**src/rtl/difftest_snapshot_csr_trigger_if.sv**
```systemverilog
// Bus bundle between the difftest CSR snapshot trigger and its driver/consumer.
// Optional CSR write port exists only when DIFFTEST_SNAPSHOT_CSR_WRITE_EN is defined.
interface difftest_snapshot_csr_trigger_if #(
    parameter int COMMIT_W = 3,
    parameter int CNT_W    = 32
);
    logic [7:0]          io_hartid;
    logic                io_cycle_inhibit;
    logic                io_instret_inhibit;
    logic [COMMIT_W-1:0] io_commit_cnt;
    logic                io_snap_req;
`ifdef DIFFTEST_SNAPSHOT_CSR_WRITE_EN
    logic                io_csr_wen;
    logic                io_csr_sel;
    logic [63:0]         io_csr_wdata;
`endif
    logic                enable;
    logic [63:0]         io_minstret;
    logic [63:0]         io_mcycle;
    logic [7:0]          io_coreid;
    logic [CNT_W-1:0]    io_snap_cnt;
    logic [CNT_W-1:0]    io_drop_cnt;

    modport master (
        output io_hartid, io_cycle_inhibit, io_instret_inhibit, io_commit_cnt, io_snap_req,
`ifdef DIFFTEST_SNAPSHOT_CSR_WRITE_EN
        output io_csr_wen, io_csr_sel, io_csr_wdata,
`endif
        input  enable, io_minstret, io_mcycle, io_coreid, io_snap_cnt, io_drop_cnt
    );

    modport slave (
        input  io_hartid, io_cycle_inhibit, io_instret_inhibit, io_commit_cnt, io_snap_req,
`ifdef DIFFTEST_SNAPSHOT_CSR_WRITE_EN
        input  io_csr_wen, io_csr_sel, io_csr_wdata,
`endif
        output enable, io_minstret, io_mcycle, io_coreid, io_snap_cnt, io_drop_cnt
    );
endinterface

```
**src/rtl/difftest_snapshot_csr_trigger.sv**
```systemverilog
// Shadow mcycle/minstret counters plus the trigger FSM that emits rate-limited snapshot pulses.
// Define DIFFTEST_SNAPSHOT_CSR_WRITE_EN to add a CSR write port that presets either counter.
module difftest_snapshot_csr_trigger #(
    parameter int COMMIT_W = 3,
    parameter int INTERVAL = 1000,
    parameter int HOLDOFF  = 16,
    parameter int CNT_W    = 32
) (
    input  logic                            clock,
    input  logic                            reset_n,
    difftest_snapshot_csr_trigger_if.slave  snap
);
    localparam int HOLD_INIT = (HOLDOFF == 0) ? 0 : HOLDOFF - 1;
    localparam int HOLD_W    = (HOLD_INIT > 0) ? $clog2(HOLD_INIT + 1) : 1;

    typedef enum logic [1:0] {IDLE, FIRE, HOLD} state_e;

    state_e              state_q, state_d;
    logic [63:0]         mcycle_q, mcycle_d;
    logic [63:0]         minstret_q, minstret_d;
    logic [31:0]         since_q, since_d, since_sum;
    logic [HOLD_W-1:0]   hold_q, hold_d;
    logic                pending_q, pending_d;
    logic [63:0]         cap_mcycle_q, cap_mcycle_d;
    logic [63:0]         cap_minstret_q, cap_minstret_d;
    logic [7:0]          cap_coreid_q, cap_coreid_d;
    logic [CNT_W-1:0]    snap_cnt_q, snap_cnt_d;
    logic [CNT_W-1:0]    drop_cnt_q, drop_cnt_d;
    logic [COMMIT_W-1:0] commit;
    logic                auto_trig, trig, capture, drop;

    assign commit = snap.io_commit_cnt;

    // Counter next values; a CSR write overrides increment and inhibit for that cycle.
    always_comb begin
        mcycle_d   = snap.io_cycle_inhibit   ? mcycle_q   : mcycle_q + 64'd1;
        minstret_d = snap.io_instret_inhibit ? minstret_q : minstret_q + 64'(commit);
        since_sum  = snap.io_instret_inhibit ? since_q    : since_q + 32'(commit);
`ifdef DIFFTEST_SNAPSHOT_CSR_WRITE_EN
        if (snap.io_csr_wen) begin
            if (snap.io_csr_sel) begin
                minstret_d = snap.io_csr_wdata;
            end else begin
                mcycle_d = snap.io_csr_wdata;
            end
        end
`endif
        auto_trig = (INTERVAL != 0) && (since_sum >= 32'(INTERVAL));
        since_d   = auto_trig ? 32'd0 : since_sum;
        trig      = auto_trig | snap.io_snap_req;
    end

    // With HOLDOFF == 0 a trigger seen during FIRE re-captures immediately (back-to-back pulses).
    always_comb begin
        state_d    = state_q;
        hold_d     = hold_q;
        pending_d  = pending_q;
        capture    = 1'b0;
        drop       = 1'b0;
        snap_cnt_d = snap_cnt_q;
        drop_cnt_d = drop_cnt_q;
        unique case (state_q)
            IDLE: begin
                if (trig) begin
                    capture = 1'b1;
                    state_d = FIRE;
                end
            end
            FIRE: begin
                if (snap_cnt_q != '1) snap_cnt_d = snap_cnt_q + 1'b1;
                if (HOLDOFF == 0) begin
                    if (trig) begin
                        capture = 1'b1;
                        state_d = FIRE;
                    end else begin
                        state_d = IDLE;
                    end
                end else begin
                    hold_d  = HOLD_W'(HOLD_INIT);
                    state_d = HOLD;
                    if (trig) begin
                        if (pending_q) drop = 1'b1;
                        else           pending_d = 1'b1;
                    end
                end
            end
            HOLD: begin
                if (trig) begin
                    if (pending_q) drop = 1'b1;
                    else           pending_d = 1'b1;
                end
                if (hold_q == '0) begin
                    if (pending_q || trig) begin
                        capture   = 1'b1;
                        pending_d = 1'b0;
                        state_d   = FIRE;
                    end else begin
                        state_d = IDLE;
                    end
                end else begin
                    hold_d = hold_q - 1'b1;
                end
            end
            default: state_d = IDLE;
        endcase
        if (drop && (drop_cnt_q != '1)) drop_cnt_d = drop_cnt_q + 1'b1;
    end

    assign cap_mcycle_d   = capture ? mcycle_d       : cap_mcycle_q;
    assign cap_minstret_d = capture ? minstret_d     : cap_minstret_q;
    assign cap_coreid_d   = capture ? snap.io_hartid : cap_coreid_q;

    always_ff @(posedge clock or negedge reset_n) begin
        if (!reset_n) begin
            state_q        <= IDLE;
            mcycle_q       <= '0;
            minstret_q     <= '0;
            since_q        <= '0;
            hold_q         <= '0;
            pending_q      <= 1'b0;
            cap_mcycle_q   <= '0;
            cap_minstret_q <= '0;
            cap_coreid_q   <= '0;
            snap_cnt_q     <= '0;
            drop_cnt_q     <= '0;
        end else begin
            state_q        <= state_d;
            mcycle_q       <= mcycle_d;
            minstret_q     <= minstret_d;
            since_q        <= since_d;
            hold_q         <= hold_d;
            pending_q      <= pending_d;
            cap_mcycle_q   <= cap_mcycle_d;
            cap_minstret_q <= cap_minstret_d;
            cap_coreid_q   <= cap_coreid_d;
            snap_cnt_q     <= snap_cnt_d;
            drop_cnt_q     <= drop_cnt_d;
        end
    end

    assign snap.enable      = (state_q == FIRE);
    assign snap.io_minstret = cap_minstret_q;
    assign snap.io_mcycle   = cap_mcycle_q;
    assign snap.io_coreid   = cap_coreid_q;
    assign snap.io_snap_cnt = snap_cnt_q;
    assign snap.io_drop_cnt = drop_cnt_q;
endmodule

```
**src/flat_wrapper.sv**
```systemverilog
// flat-port wrapper written by rule: the top's interface ports become plain ports
module difftest_snapshot_csr_trigger_flat 
#(
    parameter int COMMIT_W = 3,
    parameter int INTERVAL = 1000,
    parameter int HOLDOFF  = 16,
    parameter int CNT_W    = 32
)
  (clock, reset_n, snap_io_hartid, snap_io_cycle_inhibit, snap_io_instret_inhibit, snap_io_commit_cnt, snap_io_snap_req, snap_enable, snap_io_minstret, snap_io_mcycle, snap_io_coreid, snap_io_snap_cnt, snap_io_drop_cnt);
  difftest_snapshot_csr_trigger_if #(.COMMIT_W(COMMIT_W), .CNT_W(CNT_W)) snap_i ();
  input  logic clock;
  input  logic reset_n;
  input wire logic [$bits(snap_i.io_hartid)-1:0] snap_io_hartid;
  input wire logic [$bits(snap_i.io_cycle_inhibit)-1:0] snap_io_cycle_inhibit;
  input wire logic [$bits(snap_i.io_instret_inhibit)-1:0] snap_io_instret_inhibit;
  input wire logic [$bits(snap_i.io_commit_cnt)-1:0] snap_io_commit_cnt;
  input wire logic [$bits(snap_i.io_snap_req)-1:0] snap_io_snap_req;
  output wire logic [$bits(snap_i.enable)-1:0] snap_enable;
  output wire logic [$bits(snap_i.io_minstret)-1:0] snap_io_minstret;
  output wire logic [$bits(snap_i.io_mcycle)-1:0] snap_io_mcycle;
  output wire logic [$bits(snap_i.io_coreid)-1:0] snap_io_coreid;
  output wire logic [$bits(snap_i.io_snap_cnt)-1:0] snap_io_snap_cnt;
  output wire logic [$bits(snap_i.io_drop_cnt)-1:0] snap_io_drop_cnt;
  assign snap_i.io_hartid = snap_io_hartid;
  assign snap_i.io_cycle_inhibit = snap_io_cycle_inhibit;
  assign snap_i.io_instret_inhibit = snap_io_instret_inhibit;
  assign snap_i.io_commit_cnt = snap_io_commit_cnt;
  assign snap_i.io_snap_req = snap_io_snap_req;
  assign snap_enable = snap_i.enable;
  assign snap_io_minstret = snap_i.io_minstret;
  assign snap_io_mcycle = snap_i.io_mcycle;
  assign snap_io_coreid = snap_i.io_coreid;
  assign snap_io_snap_cnt = snap_i.io_snap_cnt;
  assign snap_io_drop_cnt = snap_i.io_drop_cnt;
  difftest_snapshot_csr_trigger #(.COMMIT_W(COMMIT_W), .INTERVAL(INTERVAL), .HOLDOFF(HOLDOFF), .CNT_W(CNT_W)) u_core (.clock(clock), .reset_n(reset_n), .snap(snap_i));
endmodule
```
**config.mk**
```make
export PLATFORM = sky130hd
export DESIGN_NAME = difftest_snapshot_csr_trigger_flat
export DESIGN_NICKNAME = d
export VERILOG_FILES = /design/src/rtl/difftest_snapshot_csr_trigger_if.sv /design/src/rtl/difftest_snapshot_csr_trigger.sv /design/src/flat_wrapper.sv
export SDC_FILE = /design/constraint.sdc
export NUM_CORES = 1
export LEC_CHECK = 0
export BUFFER_PORTS_ARGS = -buffer_cell sky130_fd_sc_hd__buf_4
export CAP_MARGIN = 20
export CORE_AREA = 2 2 199 142
export DETAILED_ROUTE_END_ITERATION = 10
export DIE_AREA = 0 0 201 144
export HOLD_SLACK_MARGIN = 0.03
export PLACE_DENSITY = 0.87
export SYNTH_ARGS = -nofsm -noshare
export SYNTH_HDL_FRONTEND = slang
export SYNTH_SLANG_ARGS = --single-unit
```
**constraint.sdc**
```tcl
create_clock -name clock -period 6 [get_ports clock]
set_input_delay 0.3 -clock clock [delete_from_list [all_inputs] [get_ports clock]]
set_output_delay 0.3 -clock clock [all_outputs]
set_load 0.03 [all_outputs]
```
* Word-level counts from Yosys, hierarchy flattened *
Cells that the tools add are included.

storage, ports and cells
  output and inout bits = 201
  register bits after elaboration = 367
  input port bits = 16
  logic and storage cells = 56

cells by class
  mux-type cells = 21
  reductions and logical operators = 9
  add/subtract/negate cells = 6
  order comparisons = 1
  eq/ne operators = 7
  bitwise logic cells = 1

operator list
  cell                     number
  $mux W64                 2
  $add A32 B1 Y32 const B  2
  $add A64 B1 Y64 const B  1
  $add A64 B3 Y64          1
  $mux W32                 2
  $ne A32 B32 Y1 const B   2
  $add A32 B3 Y32          1
  $ge A32 B10 Y1 const B   1
  $mux W1                  10
  $pmux W4 S2              1
  $pmux W2 S3              1
  $reduce_and A2 Y1        3
  $logic_not A4 Y1         1
  $mux W2                  2
  $mux W4                  1
  $ne A2 B1 Y1 const B     2
  $pmux W1 S2              2
  $sub A4 B1 Y4 const B    1
  $eq A2 B1 Y1 const B     1
  $eq A2 B2 Y1 const B     1
  $logic_not A2 Y1         1
  $ne A2 B2 Y1 const B     1
  $reduce_bool A2 Y1       1
  $reduce_or A2 Y1         1
  3 further kinds          3

* Logic depth before layout (Yosys ltp) *
Gate-level depths: netlist (run 1).

  depth in word-level cells = 8
  gate-level depth with buffers = 13
  mapped depth without buffers = 11

* Worst setup path before layout (run 1) *
OpenSTA, ideal clock, no wires.

  path kind = flip-flop to flip-flop
  start = reg u_core.since_q[0]
  end = reg u_core.cap_coreid_q[0], in the netlist u_core.snap.io_coreid[0]
  setup time = 125 ps
  buffers on the path = 2
  data arrival time = 3206 ps
  cell stages (with the launch flop) = 14
  period minus slack after synthesis = 3331 ps
  setup slack = 2669 ps
  required time = 5875 ps
  cells stage by stage = dfrtp_1 -> ha_1 -> fa_1 -> a21o_1 -> nand3_1 -> nor4_1 -> or3_1 -> a211oi_1 -> nand4_2 -> nor2_4 -> o2bb2ai_2 -> buf_6 -> buf_6 -> mux2_4

on the way
  word-level cells in the longest chain between the ends = 8
  elaborated cells between the ends (all ways) = 9
  those cells by class = add/sub (1); order compare (1); mux (5); bitwise (1); reduce/logical (1)

RTL lines
  what                    RTL line                              text
  start, declared         difftest_snapshot_csr_trigger.sv:21   logic [31:0] since_q, since_d, since_sum;
  start signal, assigned  difftest_snapshot_csr_trigger.sv:130  since_q <= since_d;
  $add A32 B3 Y32         difftest_snapshot_csr_trigger.sv:38   since_sum = snap.io_instret_inhibit ? since_q : since_q + 32'(commit);
  $mux W32 *              difftest_snapshot_csr_trigger.sv:38
  $ge A32 B10 Y1 *        difftest_snapshot_csr_trigger.sv:48   auto_trig = (INTERVAL != 0) && (since_sum >= 32'(INTERVAL));
  $or A1 B1 Y1 *          difftest_snapshot_csr_trigger.sv:50   trig = auto_trig | snap.io_snap_req;
  $logic_or A1 B1 Y1      difftest_snapshot_csr_trigger.sv:93   if (pending_q || trig) begin
  $mux W1                 difftest_snapshot_csr_trigger.sv:93
  $mux W1                 difftest_snapshot_csr_trigger.sv:92   if (hold_q == '0) begin
  $pmux W1 S2 *           difftest_snapshot_csr_trigger.sv:62   unique case (state_q)
  end signal, assigned    difftest_snapshot_csr_trigger.sv:135  cap_coreid_q <= cap_coreid_d;
  end, declared           difftest_snapshot_csr_trigger.sv:26   logic [7:0] cap_coreid_q, cap_coreid_d;

Every way passes the cells marked *; elsewhere a longest branch is shown, timed or not.
A chain may end at the register's enable or synchronous reset.

* Final worst setup path (run 1) *
  start = reg u_core.since_q[1]
  end = reg u_core.cap_mcycle_q[19], in the netlist u_core.snap.io_mcycle[19]

on the way
  word-level cells in the longest chain between the ends = 8
  elaborated cells between the ends (all ways) = 9
  those cells by class = add/sub (1); order compare (1); mux (5); bitwise (1); reduce/logical (1)

RTL lines
  what                  RTL line                              text
  $add A32 B3 Y32       difftest_snapshot_csr_trigger.sv:38
  $mux W32 *            difftest_snapshot_csr_trigger.sv:38
  $ge A32 B10 Y1 *      difftest_snapshot_csr_trigger.sv:48
  $or A1 B1 Y1 *        difftest_snapshot_csr_trigger.sv:50
  $logic_or A1 B1 Y1    difftest_snapshot_csr_trigger.sv:93
  $mux W1               difftest_snapshot_csr_trigger.sv:93
  $mux W1               difftest_snapshot_csr_trigger.sv:92
  $pmux W1 S2 *         difftest_snapshot_csr_trigger.sv:62
  end signal, assigned  difftest_snapshot_csr_trigger.sv:133  cap_mcycle_q <= cap_mcycle_d;
  end, declared         difftest_snapshot_csr_trigger.sv:24   logic [63:0] cap_mcycle_q, cap_mcycle_d;

Marked as above.

==> results of run 1 <==
[timing repair]
action / 4_1_cts / 5_1_grt
buffers inserted: 0 / 0
endpoints found under the hold margin: 111 / 0
hold buffers: 10 / 0
[cell usage in the layout, fill, tap and decap left out, types with 8 or more instances in the layout]
cell                            count
sky130_fd_sc_hd__and3_1            42
sky130_fd_sc_hd__conb_1            22
sky130_fd_sc_hd__nor3b_1            8
sky130_fd_sc_hd__inv_1             29
sky130_fd_sc_hd__xnor2_1          125
sky130_fd_sc_hd__mux2_2            99
sky130_fd_sc_hd__clkbuf_8           9
sky130_fd_sc_hd__buf_4            220
sky130_fd_sc_hd__nand4_1           43
sky130_fd_sc_hd__mux2_4            40
sky130_fd_sc_hd__clkbuf_16         37
sky130_fd_sc_hd__nor4_1            27
sky130_fd_sc_hd__o21ai_0           11
sky130_fd_sc_hd__and2_1            15
sky130_fd_sc_hd__nand2_1           97
sky130_fd_sc_hd__and4_1            17
sky130_fd_sc_hd__nor2_1            74
sky130_fd_sc_hd__ha_1              14
sky130_fd_sc_hd__nor3_1            35
sky130_fd_sc_hd__nand3_1           84
sky130_fd_sc_hd__xor2_1            77
sky130_fd_sc_hd__dfrtp_1          367
sky130_fd_sc_hd__dlygate4sd3_1     10
sky130_fd_sc_hd__or3_1              8
[per-stage QoR]
step           worst slack (ns)  total power, W
2_1_floorplan              2.67         0.00297
3_3_place_gp               1.74         0.00316
3_5_place_dp               1.63         0.00318
4_1_cts                    1.64         0.00552
5_1_grt                    1.28         0.00568
6_report                   1.60         0.00545
[final timing paths]
path / start / to / cells after the start
setup / recovery: u_core.since_q[1] / u_core.snap.io_mcycle[19] / 11
hold / removal: snap_io_instret_inhibit / u_core.minstret_q[1] / 2
setup reg to reg: u_core.since_q[1] / u_core.snap.io_mcycle[19] / 11
hold reg to reg: u_core.mcycle_q[63] / u_core.mcycle_q[63] / 1
max in group asynchronous: reset_n / u_core.mcycle_q[61] / 3
min in group asynchronous: reset_n / u_core.snap.io_snap_cnt[8] / 2
[worst reg2reg max path, stage by stage, from the launching register on]
cell and delay (ns):
sky130_fd_sc_hd__dfrtp_1 0.41, sky130_fd_sc_hd__ha_1 0.29, sky130_fd_sc_hd__a211oi_1 0.12, sky130_fd_sc_hd__nor4_2 0.70, sky130_fd_sc_hd__nand4_1 0.21, sky130_fd_sc_hd__xnor2_1 0.17
sky130_fd_sc_hd__nor4_1 0.37, sky130_fd_sc_hd__nand4_2 0.20, sky130_fd_sc_hd__nor2_4 0.66, sky130_fd_sc_hd__o2bb2ai_4 0.21, sky130_fd_sc_hd__buf_12 0.45, sky130_fd_sc_hd__mux2_2 0.49
[cell families after synthesis]
| kind of cell | count (synthesis) |
|---|---|
| fa+ha+maj | 16 |
| xor+xnor | 202 |
| flops | 367 |
| compound gates | 40 |
| mux | 144 |
| buf+inv | 58 |
| other cells | 1 |
| simple gates | 486 |
[flip-flops by register name, indices dropped and copies added (netlist names)]
register	cells
u_core.snap.io_snap_cnt	32
u_core.snap.io_minstret	64
u_core.minstret_q	64
u_core.state_q	2
u_core.snap.io_coreid	8
u_core.snap.io_drop_cnt	32
u_core.snap.io_mcycle	64
u_core.pending_q	1
u_core.since_q	32
u_core.hold_q	4
u_core.mcycle_q	64
[area by class of cell]
class	instances	area [um^2]	area share, %
timing repair buffer	234	1830	9.37
tap	371	464	2.38
sequential	367	9180	47.1
inverter	29	109	0.558
clock buffer	52	1070	5.50
clock inverter	13	155	0.796
multi-input combinational	910	6680	34.3
[metal layers]
metal | up-vias | track usage, % | share of wire (%)
li1 | 5095 | - | -
met1 | 5427 | 35.2 | 45
met2 | 343 | 38.2 | 45
met3 | 63 | 5.52 | 6.8
met4 | 0 | 8.65 | 2.9
met5 | - | 0 | 0
[report_power, final]
group          internal [W]  switching [W]
Sequential          0.00258      0.0000848
Clock               0.00138       0.000939
Combinational      0.000182       0.000283
Total               0.00415        0.00131
==> results.txt, run 1 <==
----------------------------------------------------
[Pwr]
  Cell leakage power ... 9.51 nW
  Maximum vdd drop ... 0.000262 V
  Power density over cell area ... 280 nW/um^2

[Synthesis]
  Post-synth EDFFs ... 0
  Top area cells in the synthesized netlist ... sky130_fd_sc_hd__dfrtp_1 (57%), sky130_fd_sc_hd__mux2_2 (6.9%), sky130_fd_sc_hd__xnor2_1 (6.8%)
  Primary FF master, synth ... sky130_fd_sc_hd__dfrtp_1
  Proportion of synthesized area in mux cells ... 11.0%
  Share of synthesized cell area in full adder, half adder and majority cells ... 1.34%
  Distinct cell type count of the synthesized netlist ... 58
  Number of flip-flops and latches in the synthesized netlist ... 367
  Gate Count Post-Synth ... 1314
  Cell taking the most area after synthesis ... sky130_fd_sc_hd__dfrtp_1
  Top cells by count, synth ... sky130_fd_sc_hd__dfrtp_1 (367), sky130_fd_sc_hd__xnor2_1 (125), sky130_fd_sc_hd__mux2_2 (99)
  Combinational family with the most area after synthesis ... simple AND/OR/NAND/NOR gates
  Cell area after synthesis ... 16000 um^2
  Post-synthesis sequential area ratio ... 57.2%
  Top-area cell type share of the netlist area ... 57.2%
  Syn. warnings ... 0
  Compound-cell area share of the yosys netlist ... 1.69%
  Fraction of the mapped netlist area in simple logic gates ... 16.0%
  Fraction of registers with async set or reset after synthesis ... 100%
  Library cell with the highest instance count after synthesis ... sky130_fd_sc_hd__dfrtp_1
  Area share of xor/xnor cells in the synthesized design ... 11.0%
  Average cell area after synthesis ... 12.2 um^2

[Layout]
  Layout cells sized above 1 ... 27.0%
  Final design instance area without fill ... 19500 um^2
  Post-route core utilization ... 71.5%
  Count of antenna diodes in the layout ... 0
  Fill cells ... 1813
  Count of non-filler cells in the finished layout ... 1976
  Layout area overhead ... 21.5%
  Final nets ... 1610

[Critical path]
  Worst reg2reg setup slack ... 1.60 ns
  Required time worst endpoint ... 6.41 ns
  CP Cell Sequence ... ha_1 > a211oi_1 > nor4_2 > nand4_1 > xnor2_1 > nor4_1 > nand4_2 > nor2_4 > o2bb2ai_4 > buf_12 > mux2_2
  Cell with the largest stage delay on the worst path ... sky130_fd_sc_hd__nor4_2
  Number of buffer and inverter stages on the critical path ... 1
  Critical path launch point type ... flip-flop
  Worst endpoint data arrival time ... 4.81 ns
  Critical path fanouts, max ... 87
  CP endpoint kind ... flip-flop
  Critical path type ... flip-flop to flip-flop
  Cell family with most CP delay ... simple AND/OR/NAND/NOR gates
  Stage delay of the slowest cell on the critical path ... 0.70 ns

[Worst hold path]
  Tightest Hold Check Type ... input pin to flip-flop

[STA]
  Shortest clock period the worst path allows after layout ... 4.40 ns
  Actual transition at the worst max-transition pin ... 1.05 ns
  Sum of negative setup slack ... 0 ns
  RSZ-0062 raised after global routing ... no
  Maximum clock frequency ... 227 MHz
  # setup viols final ... 0
  Post-route fraction of the period consumed by the critical path ... 73.3%
  Max transition margin ... 29.5%
  Final-report max-slew violation count ... 0
  Worst clock skew ... 0.0145 ns
  Smallest hold slack ... 0.144 ns
  Final Hold Violating Endpoints ... 0

[CTS]
  Clock Root Buffer ... sky130_fd_sc_hd__clkbuf_16
  Number of CTS-inserted buffers ... 36
  Clock tree from TritonCTS ... built
  Bufs on Longest Clock Path ... 3
  Gates resized, CTS repair ... 0
  TritonCTS sink count ... 367
  Clock transition at the registers of the reported paths ... 0.06 ns
  Later-pin clock latency in the skew report ... 0.53 ns
  H-tree depth reported by CTS ... 2

[Route]
  Iter 0 DRT Violations ... 675
  Detailed Route WL ... 35400 um
  Pre-Repair DR Iteration Count ... 5
  DRC violation count after routing ... 0
  Number of vias per cell after detailed routing ... 5.53
  Detailed-route via count ... 10928
  Average wire per standard cell ... 17.9 um
  Number of antenna-violating nets in the routed design ... 0

[Global routing]
  Pin count of the biggest net entering global routing ... 117
  Total gr overflow ... 0
  Number of antenna violations at the first check in global routing ... 0
  GRT Util Overall ... 24.8%
  First-pass GRT wire length ... 57400 um
  Number of global-route vias before repair ... 11023

[Die]
  Starting density of the core ... 58.9%
  DIE AREA ... 28900 um^2
  Number of rows created at floorplan ... 51
  # IOs ... 217
  Die boundary width ... 201 um
  Die height ... 144 um
  Placeable Area ... 27200 um^2

[Status]
  Status ... finished, final reports clean

[Placed design]
  HPWL Detailed ... 24500 um
  Cell area reported after detailed placement ... 18200 um^2
  Inst Count DP ... 1901
  Quantity of I/O buffers inserted on ports ... 216
  Placer congestion estimate ... 0.919

[Flow run]
  Max-capacitance violation count ... 0

----------------------------------------------------
Power figures use the tool's default switching activity.
==> inputs of run 2 (changes only) <==
--- a/config.mk
+++ b/config.mk
@@ -7,11 +7,11 @@
 export LEC_CHECK = 0
 export BUFFER_PORTS_ARGS = -buffer_cell sky130_fd_sc_hd__buf_4
 export CAP_MARGIN = 20
-export CORE_AREA = 2 2 199 142
+export CORE_AREA = 2 2 213 152
 export DETAILED_ROUTE_END_ITERATION = 10
-export DIE_AREA = 0 0 201 144
+export DIE_AREA = 0 0 215 154
 export HOLD_SLACK_MARGIN = 0.03
-export PLACE_DENSITY = 0.87
+export PLACE_DENSITY = 0.81
 export SYNTH_ARGS = -nofsm -noshare
 export SYNTH_HDL_FRONTEND = slang
 export SYNTH_SLANG_ARGS = --single-unit
==> constraint.sdc (replaced) <==
create_clock -name clock -period 4 [get_ports clock]
set_input_delay 0.2 -clock clock [delete_from_list [all_inputs] [get_ports clock]]
set_output_delay 0.2 -clock clock [all_outputs]
set_load 0.03 [all_outputs]
==> run 2 against run 1 <==
Sequential share of layout area fell by 0.12 points. Cell area increased by 0.25%. Clock power increased by 41%. Via count increased by 0.91%. Sequential power rose by 50%. Total power increased by 46%. Largest cell class unchanged.
==> results.txt, run 2 (synthesis results as in run 1) <==
----------------------------------------------------
[CTS]
  Number of CTS-inserted buffers ... 36
  Clock transition at the registers of the reported paths ... 0.07 ns
  H-tree depth reported by CTS ... 2
  Clock Root Buffer ... sky130_fd_sc_hd__clkbuf_16
  Clock tree from TritonCTS ... built
  Later-pin clock latency in the skew report ... 0.52 ns
  TritonCTS sink count ... 367
  Bufs on Longest Clock Path ... 3

[Route]
  Detailed Route WL ... 35900 um
  Number of vias per cell after detailed routing ... 5.43
  Iter 0 DRT Violations ... 943
  Number of antenna-violating nets in the routed design ... 0
  Pre-Repair DR Iteration Count ... 6
  Average wire per standard cell ... 17.7 um
  Detailed-route via count ... 11027
  DRC violation count after routing ... 0

[Critical path]
  Required time worst endpoint ... 4.40 ns
  R2R cell count ... 12
  Worst endpoint data arrival time ... 4.22 ns
  Beginning of the worst register-to-register path ... u_core.since_q[0]
  CP endpoint kind ... flip-flop
  Worst reg2reg setup slack ... 0.18 ns
  Critical path origin ... u_core.since_q[0]
  Critical path fanouts, max ... 53
  Critical path launch point type ... flip-flop
  Critical path type ... flip-flop to flip-flop

[Placed design]
  Placer congestion estimate ... 0.935
  HPWL Detailed ... 25400 um
  Quantity of I/O buffers inserted on ports ... 216
  Inst Count DP ... 1957
  Pre-CTS setup slack ... 0.230 ns

[Pwr]
  Maximum vdd drop ... 0.000393 V
  Tot Pwr ... 0.00797 W
  Power density over cell area ... 408 nW/um^2
  Cell leakage power ... 9.50 nW

[Flow run]
  Max-capacitance violation count ... 0

[STA]
  Shortest clock period the worst path allows after layout ... 3.82 ns
  Worst-case setup margin in the final layout ... 0.181 ns
  # setup viols final ... 0
  Post-route fraction of the period consumed by the critical path ... 95.5%
  Actual transition at the worst max-transition pin ... 0.830 ns
  Max transition margin ... 44.7%
  Final-report max-slew violation count ... 0
  Maximum clock frequency ... 262 MHz
  Final Hold Violating Endpoints ... 0
  Sum of negative setup slack ... 0 ns
  Worst clock skew ... 0.0152 ns
  RSZ-0062 raised after global routing ... no

[Worst hold path]
  Launch instance of the worst min-delay path ... snap_io_instret_inhibit
  Tightest Hold Check Type ... input pin to flip-flop
  Hold-critical path depth ... 2

[Die]
  Number of rows created at floorplan ... 54
  # IOs ... 217
  Starting density of the core ... 51.9%
  Placeable Area ... 30900 um^2
  Die height ... 154 um
  DIE AREA ... 33100 um^2
  Die boundary width ... 215 um

[Layout]
  Layout area overhead ... 21.8%
  Commonest non-fill, non-tap cell in the layout ... sky130_fd_sc_hd__dfrtp_1
  Layout cells sized above 1 ... 26.9%
  Count of non-filler cells in the finished layout ... 2029
  Leading cell types in the layout, fill and taps excluded ... sky130_fd_sc_hd__dfrtp_1 (367), sky130_fd_sc_hd__buf_4 (225), sky130_fd_sc_hd__xnor2_1 (125)
  Count of antenna diodes in the layout ... 0
  Final nets ... 1618

[Global routing]
  GRT Util Overall ... 21.7%
  Total gr overflow ... 0
  Number of global-route vias before repair ... 10797
  First-pass GRT wire length ... 58100 um
  Number of antenna violations at the first check in global routing ... 0
  Pin count of the biggest net entering global routing ... 109

[Status]
  Status ... finished, final reports clean

----------------------------------------------------
-- run 2: cell count changes in the layout (fill, tap and decap cells not counted), sizes merged --
cell,change
buf,+8
bufinv,-2
clkinvlp,+1
clkinv,-4
clkbuf,+2
inv,-1
-- run 2: area by class of cell --
class | count | area [um^2]
clock buffers | 54 | 1050
repair buffers | 242 | 1910
flip-flops and latches | 367 | 9180
inverters | 29 | 109
clock inverters | 7 | 73.8
well taps | 420 | 526
multi-input cells | 910 | 6690
fillers | 2343 | 11400
-- run 2: where the power goes --
| group | total (W) | switching (W) | internal, W | leakage (nW) |
|---|---|---|---|---|
| sequential | 0.00400 | 0.000126 | 0.00388 | 4.80 |
| combinational | 0.000707 | 0.000430 | 0.000277 | 4.16 |
| clock | 0.00326 | 0.00138 | 0.00188 | 0.547 |
-- run 2: timing repair --
item | in CTS | in global routing
endpoints found under the setup margin | 0 | 20
hold buffers | 10 | 0
buffers inserted | 0 | 0
hold endpoints to repair | 110 | 0
resized for setup | 0 | 1
-- run 2: critical path, cell delays in order, from the launching register on --
cell                        delay, ns
sky130_fd_sc_hd__dfrtp_1         0.39
sky130_fd_sc_hd__ha_1            0.22
sky130_fd_sc_hd__fa_1            0.43
sky130_fd_sc_hd__a21o_1          0.24
sky130_fd_sc_hd__nand3_1         0.30
sky130_fd_sc_hd__nor4_1          0.13
sky130_fd_sc_hd__or3_1           0.33
sky130_fd_sc_hd__a211oi_1        0.28
sky130_fd_sc_hd__nand4_2         0.20
sky130_fd_sc_hd__nor2_4          0.17
sky130_fd_sc_hd__o2bb2ai_4       0.22
sky130_fd_sc_hd__buf_12          0.35
sky130_fd_sc_hd__mux2_2          0.39
-- run 2: stage by stage --
step	cell area (um^2)	util, %	hold slack (ns)
2_1_floorplan	16100	-	-0.0956
5_1_grt	19500	63.2	0.0662
3_3_place_gp	18300	59.2	0.275
3_5_place_dp	18300	59.2	0.283
4_1_cts	19500	63.1	0.0382
6_report	19500	63.2	0.0601
-- run 2: final timing paths --
check	to
max	u_core.snap.io_mcycle[6]
min	u_core.minstret_q[1]
max reg2reg	u_core.snap.io_mcycle[6]
min reg2reg	u_core.minstret_q[63]
max in group asynchronous	u_core.mcycle_q[38]
min in group asynchronous	u_core.snap.io_mcycle[58]
-- run 2: routing by layer --
metal	track usage, %	up-vias	routed length, um
met5	0	-	0
met4	6.63	0	905
met3	4.73	65	2270
met2	32.3	338	15900
met1	32.1	5502	16800
li1	-	5122	-
